--- src/rtl/booth_radix4_seq.sv ---
// Iterative radix-4 Booth multiplier with a single-issue valid/ready handshake.
// Optional early termination is compiled in when BOOTH_EARLY_TERM_EN is defined.
module booth_radix4_seq #(
  parameter int unsigned WIDTH = 32
) (
  input  logic                 clk,
  input  logic                 rst,
  input  logic                 in_valid,
  output logic                 in_ready,
  input  logic                 in_signed,
  input  logic [WIDTH-1:0]     a,
  input  logic [WIDTH-1:0]     b,
  output logic                 out_valid,
  input  logic                 out_ready,
  output logic [2*WIDTH-1:0]   product,
  output logic                 busy
);

  localparam int unsigned G  = WIDTH / 2 + 1;
  localparam int unsigned GW = $clog2(G + 1);
  localparam int unsigned PW = 2 * WIDTH;
  localparam int unsigned MW = WIDTH + 3;

  localparam logic [MW-1:0] m_one   = {{(MW - 1){1'b0}}, 1'b1};
  localparam logic [GW-1:0] grp_one = {{(GW - 1){1'b0}}, 1'b1};
  localparam logic [GW-1:0] grp_last = GW'(G - 1);

  typedef enum logic [1:0] {StIdle, StCalc, StDone} state_e;

  state_e            state_q, state_d;
  logic [WIDTH+1:0]  xe_q, xe_d;
  logic [WIDTH+2:0]  breg_q, breg_d;
  logic [PW-1:0]     acc_q, acc_d;
  logic [GW-1:0]     grp_q, grp_d;
  logic [PW-1:0]     product_q, product_d;

  logic [MW-1:0]     x1, x2, mult;
  logic [PW-1:0]     mult_ext, acc_sum;
  logic [GW:0]       shamt;
  logic [WIDTH+2:0]  breg_sh;
  logic              grp_done;

  always_comb begin
    x1 = {xe_q[WIDTH+1], xe_q};
    x2 = {xe_q, 1'b0};
    unique case (breg_q[2:0])
      3'b001, 3'b010: mult = x1;
      3'b011:         mult = x2;
      3'b100:         mult = ~x2 + m_one;
      3'b101, 3'b110: mult = ~x1 + m_one;
      default:        mult = '0;
    endcase
    mult_ext = {{(PW - MW){mult[MW-1]}}, mult};
    shamt    = {grp_q, 1'b0};
    acc_sum  = acc_q + (mult_ext << shamt);
    breg_sh  = {breg_q[WIDTH+2], breg_q[WIDTH+2], breg_q[WIDTH+2:2]};
`ifdef BOOTH_EARLY_TERM_EN
    // Arithmetic shift replicates the top bit, so a uniform register means only 000/111 remain.
    grp_done = (grp_q == grp_last) || (&breg_sh) || ~(|breg_sh);
`else
    grp_done = (grp_q == grp_last);
`endif
  end

  always_comb begin
    state_d   = state_q;
    xe_d      = xe_q;
    breg_d    = breg_q;
    acc_d     = acc_q;
    grp_d     = grp_q;
    product_d = product_q;
    unique case (state_q)
      StIdle: begin
        if (in_valid) begin
          xe_d    = in_signed ? {{2{a[WIDTH-1]}}, a} : {2'b00, a};
          breg_d  = {(in_signed ? {2{b[WIDTH-1]}} : 2'b00), b, 1'b0};
          acc_d   = '0;
          grp_d   = '0;
          state_d = StCalc;
        end
      end
      StCalc: begin
        acc_d  = acc_sum;
        breg_d = breg_sh;
        grp_d  = grp_q + grp_one;
        if (grp_done) begin
          product_d = acc_sum;
          state_d   = StDone;
        end
      end
      StDone: begin
        if (out_ready) state_d = StIdle;
      end
      default: state_d = StIdle;
    endcase
  end

  always_ff @(posedge clk or posedge rst) begin
    if (rst) begin
      state_q   <= StIdle;
      xe_q      <= '0;
      breg_q    <= '0;
      acc_q     <= '0;
      grp_q     <= '0;
      product_q <= '0;
    end else begin
      state_q   <= state_d;
      xe_q      <= xe_d;
      breg_q    <= breg_d;
      acc_q     <= acc_d;
      grp_q     <= grp_d;
      product_q <= product_d;
    end
  end

  assign in_ready  = (state_q == StIdle);
  assign busy      = (state_q != StIdle);
  assign out_valid = (state_q == StDone);
  assign product   = product_q;

endmodule

--- config.mk ---
export PLATFORM = sky130hd
export DESIGN_NAME = booth_radix4_seq
export DESIGN_NICKNAME = d
export VERILOG_FILES = /design/src/rtl/booth_radix4_seq.sv
export SDC_FILE = /design/constraint.sdc
export NUM_CORES = 1
export LEC_CHECK = 0
export ABC_CLOCK_PERIOD_IN_PS = 8000
export BUFFER_PORTS_ARGS = -buffer_cell sky130_fd_sc_hd__buf_4
export CAP_MARGIN = 20
export CORE_MARGIN = 8
export CORE_UTILIZATION = 45
export CTS_CLUSTER_SIZE = 24
export DETAILED_ROUTE_END_ITERATION = 10
export GPL_TIMING_DRIVEN = 0
export PLACE_DENSITY_LB_ADDON = 0.3
export SLEW_MARGIN = 20
export SYNTH_ARGS = -nofsm -noshare
export SYNTH_HDL_FRONTEND = slang
export SYNTH_SLANG_ARGS = --single-unit
--- constraint.sdc ---
create_clock -name clk -period 8 [get_ports clk]
set_input_delay 2 -clock clk [delete_from_list [all_inputs] [get_ports clk]]
set_output_delay 2 -clock clk [all_outputs]
set_load 0.01 [all_outputs]
# == Word-level counts from Yosys, hierarchy flattened ==
# Cells that the tools add are included.
# word_totals
regBits,204
input_bits,69
output_inout_bits,67
elab_cells,50
# classes
n_addsub,4
n_eq_ne,12
shift,1
n_mux,13
bitwise_logic,3
reduce_logical,10
# op_table
operator,n
case mux 35 bit (4 select lines),1
case mux 64 bit (2 select lines),1
adder 35 x 1 -> 35 bit (second input constant),2
NOT 35 bit,2
case mux 35 bit (2 select lines),1
adder 64 bit,1
two-way mux 64 bit,1
left shift 64 x 6 -> 64 bit,1
two-way mux 35 bit,1
two-way mux 34 bit,1
case mux 5 bit (2 select lines),1
equality test 3 bit (second input constant),3
two-way mux 2 bit,4
equality test 3 x 2 -> 1 bit (second input constant),2
case mux 2 bit (3 select lines),1
AND reduction 2 bit,3
AND reduction 3 bit,2
adder 5 x 1 -> 5 bit (second input constant),1
equality test 5 bit (second input constant),1
two-way mux 5 bit,1
inequality test 2 bit (second input constant),2
nonzero test 2 bit,2
OR reduction 2 bit,2
equality test 3 x 1 -> 1 bit (second input constant),1
other kinds (5),5

# == Logic depth before layout (Yosys ltp) ==
# depth
word_depth,6
depth_mapped,29
ltp_nobuf,25

# == Least setup slack after synthesis ==
# No wires, ideal clock.
# synth_timing
path_type,flip-flop to flip-flop
start,reg xe_q[8]
end,reg acc_q[63]
setup_time_ns,0.082
arrival_ns,5.967
required_ns,7.918
path_slack_ns,1.951
path_stages_with_launch,28
n_path_buf,6
period_less_slack_ns,6.049
path_cell_list,dfrtp_1 > buf_6 > or4_4 > buf_6 > or3_4 > buf_6 > clkbuf_1 > clkbuf_1 > o31ai_1 > xnor2_1 > a221oi_1 > mux4_2 > nor2_1 > o31ai_1 > a21oi_1 > ha_1 > clkbuf_1 > a21oi_1 > o21ai_0 > a41o_1 > a221oi_1 > a211oi_1 > a211o_1 > a21oi_1 > o21ai_0 > xnor2_1 > or2_0 > a31oi_1
# synth_between
elab_chain_len,6
elab_cells_between_ends,8
classes_between,add/sub (3); shift (1); mux (2); bitwise (2)
# synth_lines
element,line_no,rtl
"start, declared",31,"logic [WIDTH+1:0] xe_q, xe_d;"
"start signal, assigned",101,xe_q <= '0;
"start signal, assigned",108,xe_q <= xe_d;
NOT 35 bit (on tied branches),"50, 49",
adder 35 x 1 -> 35 bit (on tied branches),"50, 49",
case mux 35 bit (4 select lines) (*),46,unique case (breg_q[2:0])
left shift 64 x 6 -> 64 bit (*),55,acc_sum = acc_q + (mult_ext << shamt);
adder 64 bit (*),55,
case mux 64 bit (2 select lines) (*),72,unique case (state_q)
"end signal, assigned",103,acc_q <= '0;
"end signal, assigned",110,acc_q <= acc_d;
"end, declared",33,"logic [PW-1:0] acc_q, acc_d;"
# Every way passes the cells marked *; elsewhere a longest branch is shown, timed or not.
# A chain may end at the register's enable or synchronous reset.

# == Worst setup path after layout ==
# layout_timing
start,reg xe_q[10]
end,"reg product_q[60], in the netlist product[60]"
# layout_between
elab_chain_len,5
elab_cells_between_ends,7
classes_between,add/sub (3); shift (1); mux (1); bitwise (2)
# layout_lines
element,line_no,rtl
NOT 35 bit (on tied branches),"50, 49",
adder 35 x 1 -> 35 bit (on tied branches),"50, 49",
case mux 35 bit (4 select lines) (*),46,
left shift 64 x 6 -> 64 bit (*),55,
adder 64 bit (*),55,
"end signal, assigned",112,product_q <= product_d;
"end, declared",35,"logic [PW-1:0] product_q, product_d;"
# Marked as above.

==> results.sh <==
export IMPL_status="finished, final reports clean"
export IMPL_crit_required_ps=8390
export IMPL_fin_crit_sh=0.9740
export IMPL_drt_pass1_iter_count=7
export IMPL_synth_area_leaders="dfrtp_1 32%, nand2_1 6.7%, o21ai_0 6.4%, ha_1 5.2%, nor2_1 5.0%"
export IMPL_fin_worst_skew_ps=18.79
export IMPL_dp_cells=2602
export IMPL_fin_cells=2644
export IMPL_setup_viol=0
export IMPL_post_cts_setup_buffer_count=0
export IMPL_seq_area_mm2=0.005080
export IMPL_htree_levels=1
export IMPL_nets=2309
export IMPL_drc=0
export IMPL_synth_ff_type="dfrtp_1"
export IMPL_core_area_mm2=0.03446
export IMPL_syn_to_final_growth_pct=17.26
export IMPL_dieArea_mm2=0.04120
export IMPL_cp_arrival_ps=8180
export IMPL_fin_crit_ps=7792
export IMPL_worst_hold_slack_ps=476.6
export IMPL_ios=136
export IMPL_vias=16280
export IMPL_hold_depth=2
export IMPL_yosysTopAreaCell="dfrtp_1"
export IMPL_yosysMostFrequentCell="nand2_1"
export IMPL_syn_area_mm2=0.01573
export IMPL_timing_fmax_mhz=128.3
export IMPL_antenna_left=0
export IMPL_final_hold_viol_count=0
export IMPL_reg2regPathDepth=28
export IMPL_synth_warning_count=0
export IMPL_avgSynthCellArea_um2=7.828
export IMPL_synthTopCellsByCount="282 x nand2_1, 209 x nor2_1, 203 x dfrtp_1"
export IMPL_postSynthCellCount=2010
export IMPL_drt_iter0_drc=1616
export IMPL_routedWlPerCell_um=22.74
export IMPL_synth_edff_count=0
export IMPL_syn_nets=2146
export IMPL_fillers=3279
export IMPL_die_w_um=203.0
export IMPL_ys_types=82
export IMPL_grt_use_total=0.2809
export IMPL_totalWireLength_um=60120
export IMPL_finalWorstSetupSlack_ps=207.7
export IMPL_viasPerCell=6.156
export IMPL_start_util=0.4566
export IMPL_grt_pass1_wl_um=91640
export IMPL_clk_latency_ps=550
export IMPL_drive_above_1_share=0.1243
export IMPL_worstSetupStartpointType="register"
export IMPL_grt_max_degree=85
export IMPL_slew_violations=0
export IMPL_crit_path_frequent_cell="o21ai_0"
export IMPL_dp_hpwl_um=46740
export IMPL_clkTransAtPathRegs_ps=60
export IMPL_cp_max_fo=10
export IMPL_die_h_um=203.0
export IMPL_portBuffers=135
export IMPL_clock_sinks=203
export IMPL_hp_class="register to register"
export IMPL_ys_seq_elements=203
export IMPL_gp_congestion=1.004
export IMPL_synthArstFlopShare=1.000
export IMPL_synth_top_area_share=0.3229
export IMPL_worst_slew_pin_slew_ps=1071
export IMPL_fp_row_count=68
export IMPL_cts_buffer_depth=3
export IMPL_cts_tree="built"
export IMPL_crit_path_top_delay_cell="or4_4"
export IMPL_crit_type="register to register"
export IMPL_end_kind="register"
export IMPL_grt_overflow=0
export IMPL_max_stage_delay_ps=530
export IMPL_maxCapViolations=0
export IMPL_dp_slack_ps=-1096
export IMPL_grt_pass1_vias=15460
export IMPL_cts_root_buf="clkbuf_16"
export IMPL_numCtsBuffers=24
export IMPL_antenna_found_initial=1
export IMPL_maxSlewHeadroom=0.2862
export IMPL_diodes=0
export IMPL_rsz0062_at_grt="no"
export IMPL_multiInputGateArea_mm2=0.01002
export IMPL_yosysSeqAreaShare=0.3229
[cells by family after synthesis]
kind of cell               after synthesis  synth area share
DFF                                    203            0.3229
AOI/OAI and AO/OA                      625            0.2495
adders and majority gates               67           0.05376
buffers and inverters                  204           0.05042
xor gates and xnor gates                91           0.05066
and+or+nand+nor                        731            0.2080
muxes                                   89           0.06473
[placed cells by master (no fill, tap or decap), types with 8 or more instances in the layout]
cell       instances
o21a_1            15
a21oi_1          137
o31ai_1           17
and2_1            15
a22oi_1            9
o211ai_1           9
dfrtp_1          203
clkbuf_1         144
or4_1              8
a211o_1            8
nor2b_1           14
a221oi_1          11
o22ai_1           44
buf_1             11
ha_1              66
nand2_1          282
o21bai_1          12
a211oi_1          22
mux2i_1           47
xor2_1            43
or3_1             12
buf_4            136
mux2_2            35
nor4_1            16
nand4_1           22
nor2_1           209
nand2b_1          19
a221o_1            8
a31oi_1           17
nor3_1            27
nand3_1           78
o21ai_0          195
a21o_1            38
clkbuf_16         24
inv_1             37
a22o_1            13
xnor2_1           46
[layout make-up]
cell class / count / share of cell area
Inverter: 39 / 0.008341
Clock inverter: 12 / 0.01322
Clock buffer: 30 / 0.03594
Sequential cell: 203 / 0.2753
Buffer: 165 / 0.03554
Tap cell: 455 / 0.03086
Timing Repair Buffer: 137 / 0.05791
Multi-Input combinational cell: 1603 / 0.5429
[state kept, by name (all words and copies together) (netlist names)]
signal,cells
acc_q,64
xe_q,33
product,64
breg_q,35
state_q,2
grp_q,5
[worst paths after layout]
path,slack [ps],from,end
worst max-delay path,210,xe_q[10],product[60]
worst min-delay path,480,product[51],product[51]
worst max register to register,210,xe_q[10],product[60]
worst min register to register,480,product[51],product[51]
max in group asynchronous,5430,rst,acc_q[50]
min in group asynchronous,1470,rst,breg_q[0]
[critical path, delay by kind of cell (launching register included)]
kind | cells | cell delay (ps)
AO/OA/AOI/OAI | 14 | 3670
AND/OR/NAND/NOR | 5 | 1470
buffers and inverters | 5 | 1140
XOR/XNOR | 1 | 160
flip-flops | 1 | 360
adder cells (fa/ha/maj) | 1 | 380
multiplexers | 2 | 420
[stage by stage]
stage	TNS [ps]	util	area, um^2
after global placement	-359170	0.5025	17320
after CTS	0	0.5324	18350
after global routing	0	0.5354	18450
after detailed placement	-2706	0.5045	17380
after floorplan	0	-	15730
final	0	0.5354	18450
[repair_timing]
| item | in CTS | in global routing |
|---|---|---|
| hold buffers | 0 | 0 |
| endpoints found under the setup margin | 11 | 14 |
| endpoints found under the hold margin | 0 | 0 |
| gates resized for setup | 15 | 24 |
[routing by layer]
layer,part of all wire,global-route usage,vias up
met3,0.082,0.04909,110
met2,0.43,0.4299,737
met4,0.029,0.08184,0
li1,-,-,7572
met5,0,0,-
met1,0.46,0.4006,7857
Power is not shown: default switching activity piles up to over one toggle a cycle in this logic, so the estimate is an artifact.
